==> config.mk <==
export PLATFORM = sky130hd
export DESIGN_NAME = ufc_cmd_decoder
export DESIGN_NICKNAME = d
export VERILOG_FILES = /design/src/rtl/ufc_cmd_decoder.sv
export SDC_FILE = /design/constraint.sdc
export NUM_CORES = 1
export LEC_CHECK = 0
export ABC_CLOCK_PERIOD_IN_PS = 2900
export BUFFER_PORTS_ARGS = -buffer_cell sky130_fd_sc_hd__buf_2
export CORE_MARGIN = 2
export CORE_UTILIZATION = 54
export CTS_CLUSTER_SIZE = 16
export DETAILED_ROUTE_END_ITERATION = 6
export PLACE_DENSITY = 0.9
export SYNTH_ARGS = -nofsm -noshare
export SYNTH_HDL_FRONTEND = slang
export SYNTH_SLANG_ARGS = --single-unit
export TNS_END_PERCENT = 50
==> constraint.sdc <==
create_clock -name CLK -period 2.9 [get_ports CLK]
set_clock_uncertainty 0.15 [all_clocks]
set_input_delay 0.58 -clock CLK [delete_from_list [all_inputs] [get_ports CLK]]
set_output_delay 0.58 -clock CLK [all_outputs]
set_load 0.02 [all_outputs]
==> src/rtl/ufc_cmd_decoder.sv <==
// Far-side UFC command decoder: pops framed write/read commands from the command FIFO,
// drives a simple register bus and returns read data through the response FIFO.
module ufc_cmd_decoder #(
    parameter int unsigned ADDR_WIDTH    = 8,
    parameter logic [7:0]  SYNC_BYTE     = 8'hC5,
    parameter int unsigned ERR_CNT_WIDTH = 16
) (
    input  logic                     CLK,
    input  logic                     RESET_N,
    input  logic [31:0]              CMD_FIFO_Q,
    input  logic                     CMD_FIFO_EMPTY,
    output logic                     CMD_FIFO_RDEN,
    output logic [ADDR_WIDTH-1:0]    REG_ADDR,
    output logic [31:0]              REG_WDATA,
    output logic                     REG_WE,
    output logic                     REG_RE,
    input  logic [31:0]              REG_RDATA,
    output logic [31:0]              RSP_FIFO_Q,
    output logic                     RSP_FIFO_WREN,
    input  logic                     RSP_FIFO_FULL,
    output logic                     BUSY,
    output logic [ERR_CNT_WIDTH-1:0] ERR_CNT
);

    typedef enum logic [2:0] {
        S_IDLE,
        S_WR_DATA,
        S_RD_REQ,
        S_RD_WAIT,
        S_RD_PUSH
    } state_t;

    state_t                   state_q;
    logic [ADDR_WIDTH-1:0]    addr_q;
    logic [7:0]               rem_q;
    logic [ERR_CNT_WIDTH-1:0] err_q;
    logic [ADDR_WIDTH-1:0]    reg_addr_q;
    logic [31:0]              reg_wdata_q;
    logic                     reg_we_q;
    logic                     reg_re_q;
    logic [31:0]              rsp_data_q;
    logic                     rsp_wren_q;

    logic                     pop;
    logic [7:0]               hdr_sync;
    logic [7:0]               hdr_op;
    logic [ADDR_WIDTH-1:0]    hdr_addr;
    logic [7:0]               hdr_cnt;
    logic                     hdr_ok;

    assign hdr_sync = CMD_FIFO_Q[31:24];
    assign hdr_op   = CMD_FIFO_Q[23:16];
    assign hdr_addr = CMD_FIFO_Q[8 +: ADDR_WIDTH];
    assign hdr_cnt  = CMD_FIFO_Q[7:0];
    assign hdr_ok   = (hdr_sync == SYNC_BYTE) && ((hdr_op == 8'h01) || (hdr_op == 8'h02));

    // Only IDLE (header) and WR_DATA (payload) consume command words.
    assign pop = !CMD_FIFO_EMPTY && ((state_q == S_IDLE) || (state_q == S_WR_DATA));

    always_ff @(posedge CLK or negedge RESET_N) begin
        if (!RESET_N) begin
            state_q     <= S_IDLE;
            addr_q      <= '0;
            rem_q       <= '0;
            err_q       <= '0;
            reg_addr_q  <= '0;
            reg_wdata_q <= '0;
            reg_we_q    <= 1'b0;
            reg_re_q    <= 1'b0;
            rsp_data_q  <= '0;
            rsp_wren_q  <= 1'b0;
        end else begin
            reg_we_q   <= 1'b0;
            reg_re_q   <= 1'b0;
            rsp_wren_q <= 1'b0;
            case (state_q)
                S_IDLE: begin
                    if (pop) begin
                        if (!hdr_ok) begin
                            if (err_q != '1) begin
                                err_q <= err_q + 1'b1;
                            end
                        end else if (hdr_cnt != 8'd0) begin
                            addr_q  <= hdr_addr;
                            rem_q   <= hdr_cnt;
                            state_q <= (hdr_op == 8'h01) ? S_WR_DATA : S_RD_REQ;
                        end
                    end
                end
                S_WR_DATA: begin
                    if (pop) begin
                        reg_we_q    <= 1'b1;
                        reg_addr_q  <= addr_q;
                        reg_wdata_q <= CMD_FIFO_Q;
                        addr_q      <= addr_q + 1'b1;
                        rem_q       <= rem_q - 8'd1;
                        if (rem_q == 8'd1) begin
                            state_q <= S_IDLE;
                        end
                    end
                end
                S_RD_REQ: begin
                    // Sole writer of the response FIFO, so not-full here guarantees room for the push.
                    if (!RSP_FIFO_FULL) begin
                        reg_re_q   <= 1'b1;
                        reg_addr_q <= addr_q;
                        state_q    <= S_RD_WAIT;
                    end
                end
                S_RD_WAIT: begin
                    state_q <= S_RD_PUSH;
                end
                S_RD_PUSH: begin
                    rsp_data_q <= REG_RDATA;
                    rsp_wren_q <= 1'b1;
                    addr_q     <= addr_q + 1'b1;
                    rem_q      <= rem_q - 8'd1;
                    state_q    <= (rem_q == 8'd1) ? S_IDLE : S_RD_REQ;
                end
                default: begin
                    state_q <= S_IDLE;
                end
            endcase
        end
    end

    assign CMD_FIFO_RDEN = pop;
    assign REG_ADDR      = reg_addr_q;
    assign REG_WDATA     = reg_wdata_q;
    assign REG_WE        = reg_we_q;
    assign REG_RE        = reg_re_q;
    assign RSP_FIFO_Q    = rsp_data_q;
    assign RSP_FIFO_WREN = rsp_wren_q;
    assign BUSY          = (state_q != S_IDLE);
    assign ERR_CNT       = err_q;

endmodule

==> flow_summary_export.csv <==
group,metric,value,unit
floorplan,rows,34,
finish,layout-drive-gt1-share,0.485,
synth,synth_cell_types,51,
clock_tree,post_cts_buffers,0,
floorplan,initial_core_util,0.558,
synth,synth_nets,454,
critical_path,r2r_end,"addr_q[3]",
critical_path,cpMostUsedCell,"o21ai_0",
clock_tree,hold_buffers,0,
finish,seq_area,2750,um^2
power_and_ir_drop,total_power,0.00620,W
finish,nFillCells,645,
clock_tree,cts_made_buffers,9,
run,drv_cap,0,
critical_path,r2r_setup_slack,610,ps
placement,place.gp.congestion,0.849,
synth,synth_edf_count,0,
power_and_ir_drop,p_leak,2.82,nW
floorplan,core_area,8720,um^2
synth,synth-main-ff-cell,"dfrtp_1",
finish,multi_input_area,1980,um^2
critical_path,crit_path_start,"state_q[1]",
finish,fin_area,5930,um^2
synth,synth.avg_cell_area,12.7,um^2
route,final_antenna_net_count,0,
clock_tree,cts_resized,0,
power_and_ir_drop,cellPowerDensity,1050,nW/um^2
synth,synth_area_leaders,"dfrtp_1 (57%), mux2_2 (17%), a21oi_1 (2.3%)",
sta,worst_slew_pin_slew,678,ps
critical_path,startpoint_type,"register",
critical_path,endpoint_kind,"register",
sta,max_slew_margin,0.548,
sta,fin_crit_sh,0.788,
sta,fmax,438,MHz
clock_tree,cts.path.max_buffers,2,
critical_path,cp_max_fo,14,
global_route,grt.overflow.total,0,
finish,diodes,0,
synth,ys_seq_elements,110,
synth,synth_top_area_cell,"dfrtp_1",
global_route,grt_max_degree,48,
placement,hpwl,7720,um
global_route,grt_pass1_wl,17200,um
status,status,"finished, final reports clean",
clock_tree,cts_tree,"done",
route,wl,10300,um
sta,tns,0,ps
critical_path,crit_type,"register to register",
sta,rsz0062_at_grt,"no",
finish,area_delta_synth_final,22.0,%
global_route,grt_pass1_vias,3627,
worst_hold_path,hp-class,"input port to async pin",
placement,place.port_buffers,160,
power_and_ir_drop,ir_drop,0.609,mV
critical_path,cpPeakStageDelay,590,ps
clock_tree,path_clk_slew,100,ps
global_route,antenna_found_initial,0,
synth,syn_inst,382,
route,routedWlPerCell,15.8,um
synth,yosysTopAreaCellShare,0.566,
critical_path,cp.arrival,2370,ps
route,vias_per_cell,5.46,
floorplan,io_pins,161,
route,vias,3562,
sta,drv_slew,0,
floorplan,die_w,98.9,um
critical_path,cp-endpoint,"addr_q[3]",
floorplan,dieHeight,98.9,um
clock_tree,clockRootBuffer,"clkbuf_8",
clock_tree,htree_levels,3,
critical_path,cp_data_required_time,2980,ps
route,drc,0,
global_route,grt_usage,0.219,
synth,synthesis.area,4860,um^2
critical_path,reg2reg_depth,5,
sta,finalHoldViolCount,0,
clock_tree,clk_latency,370,ps
route,drt_iter0_drc,99,
clock_tree,cts.sinks,110,
critical_path,slowest_stage,"nor4b_4",
critical_path,crit_chain,"nor4b_4 > nor2_1 > o21a_1 > o21ai_0 > o21ai_0",
route,firstDrtPassIters,4,
sta,fin_crit,2290,ps
synth,yosys_warnings,0,
synth,async_flop_share,1.00,
sta,final-setup-viol-count,0,
floorplan,dieArea,9780,um^2
finish,final_nets,613,
placement,place_area,5740,um^2
critical_path,regToRegStartpoint,"state_q[1]",
synth,yosysSeqAreaShare,0.566,
-- cell type report --
type / instances / area share
clock buffer: 11 / 0.0238
clock inverter: 3 / 0.00780
inverter: 6 / 0.00380
multi-input combinational: 249 / 0.334
sequential: 110 / 0.464
tap: 108 / 0.0228
timing repair buffer: 165 / 0.144
-- worst max-delay path: cells and delay by family, from the launching register on --
kind	cells	cell delay, ps
AND/OR/NAND/NOR	2	790
AO/OA/AOI/OAI	3	680
flip-flops	1	530
-- kinds of logic after synthesis --
| logic type | synth area share |
|---|---|
| DFF | 0.566 |
| and+or+nand+nor | 0.120 |
| muxes | 0.169 |
| AOI/OAI and AO/OA | 0.0749 |
| buffers and inverters | 0.0278 |
| xor gates and xnor gates | 0.0322 |
| adders and majority gates | 0.0103 |
-- synthesized netlist by cell type, drive strengths merged, types with 3 or more instances --
cell type and number:
nand3 11, nand4 5, and3 4, inv 6, dfrtp 110, nand4b 4, o21ai 17, nor3b 4
xor2 8, mux2 72, a21oi 22, clkbuf 3, nand2b 3, ha 4, buf 14, nand2 17
o31ai 3, nor4 8, or3 3, xnor2 9, nor3 8, nor2 23
-- power by group --
| group | internal (W) | total, W | switching [W] | leakage (nW) |
|---|---|---|---|---|
| registers | 0.00218 | 0.00264 | 0.000457 | 1.34 |
| logic | 0.00110 | 0.00267 | 0.00156 | 1.38 |
| clock network | 0.000416 | 0.000899 | 0.000483 | 0.0915 |
| total | 0.00370 | 0.00620 | 0.00250 | 2.82 |
-- state kept, by name, summed over array words and instances, names as in the netlist, 3 cells and up --
register,cells
rem_q,8
addr_q,8
ERR_CNT,16
REG_ADDR,8
state_q,3
RSP_FIFO_Q,32
REG_WDATA,32
-- metrics by stage --
step	setup slack (ps)	cells	hold WS (ps)	utilization
floorplan	654	382	134	-
finish	614	652	78.0	0.680
global route	425	652	111	0.680
CTS	586	652	81.9	0.680
global placement	402	638	328	0.659
detailed placement	303	638	338	0.659
-- layout by cell type, fill, tap and decap left out, types with 3 or more instances in the layout --
master,instances
mux2_2,72
clkbuf_8,10
inv_1,6
nand4b_1,4
xor2_1,8
a21oi_1,22
nand3_1,10
buf_2,159
nor3_1,5
nand4_1,5
xnor2_1,8
nand2_1,17
dfrtp_1,110
and3_1,4
o31ai_1,3
nor3b_1,3
nor3_2,3
o21ai_0,14
nor4_1,6
ha_1,4
nand2b_1,3
nor2_1,23
buf_4,5
-- per-layer routing --
metal | GRT usage | vias up | wire length, um
li1 | - | 1689 | -
met1 | 0.289 | 1733 | 4380
met2 | 0.373 | 126 | 5200
met3 | 0.0390 | 14 | 611
met4 | 0.0643 | 0 | 123
met5 | 0 | - | 0
-- worst min-delay path by stage --
| stage | startpoint | endpoint | slack [ps] | cells after the start |
|---|---|---|---|---|
| 5_1_grt | RESET_N | REG_WDATA[9] | 110 | 1 |
| 4_1_cts | RESET_N | REG_WDATA[9] | 80 | 1 |
| 2_1_floorplan | RESET_N | ERR_CNT[0] | 130 | 0 |
| 6_report | RESET_N | REG_WDATA[9] | 80 | 1 |
| 3_5_place_dp | REG_ADDR[0] | REG_ADDR[0] | 340 | 1 |
| 3_3_place_gp | ERR_CNT[15] | ERR_CNT[15] | 330 | 1 |
Power figures use the tool's default switching activity.
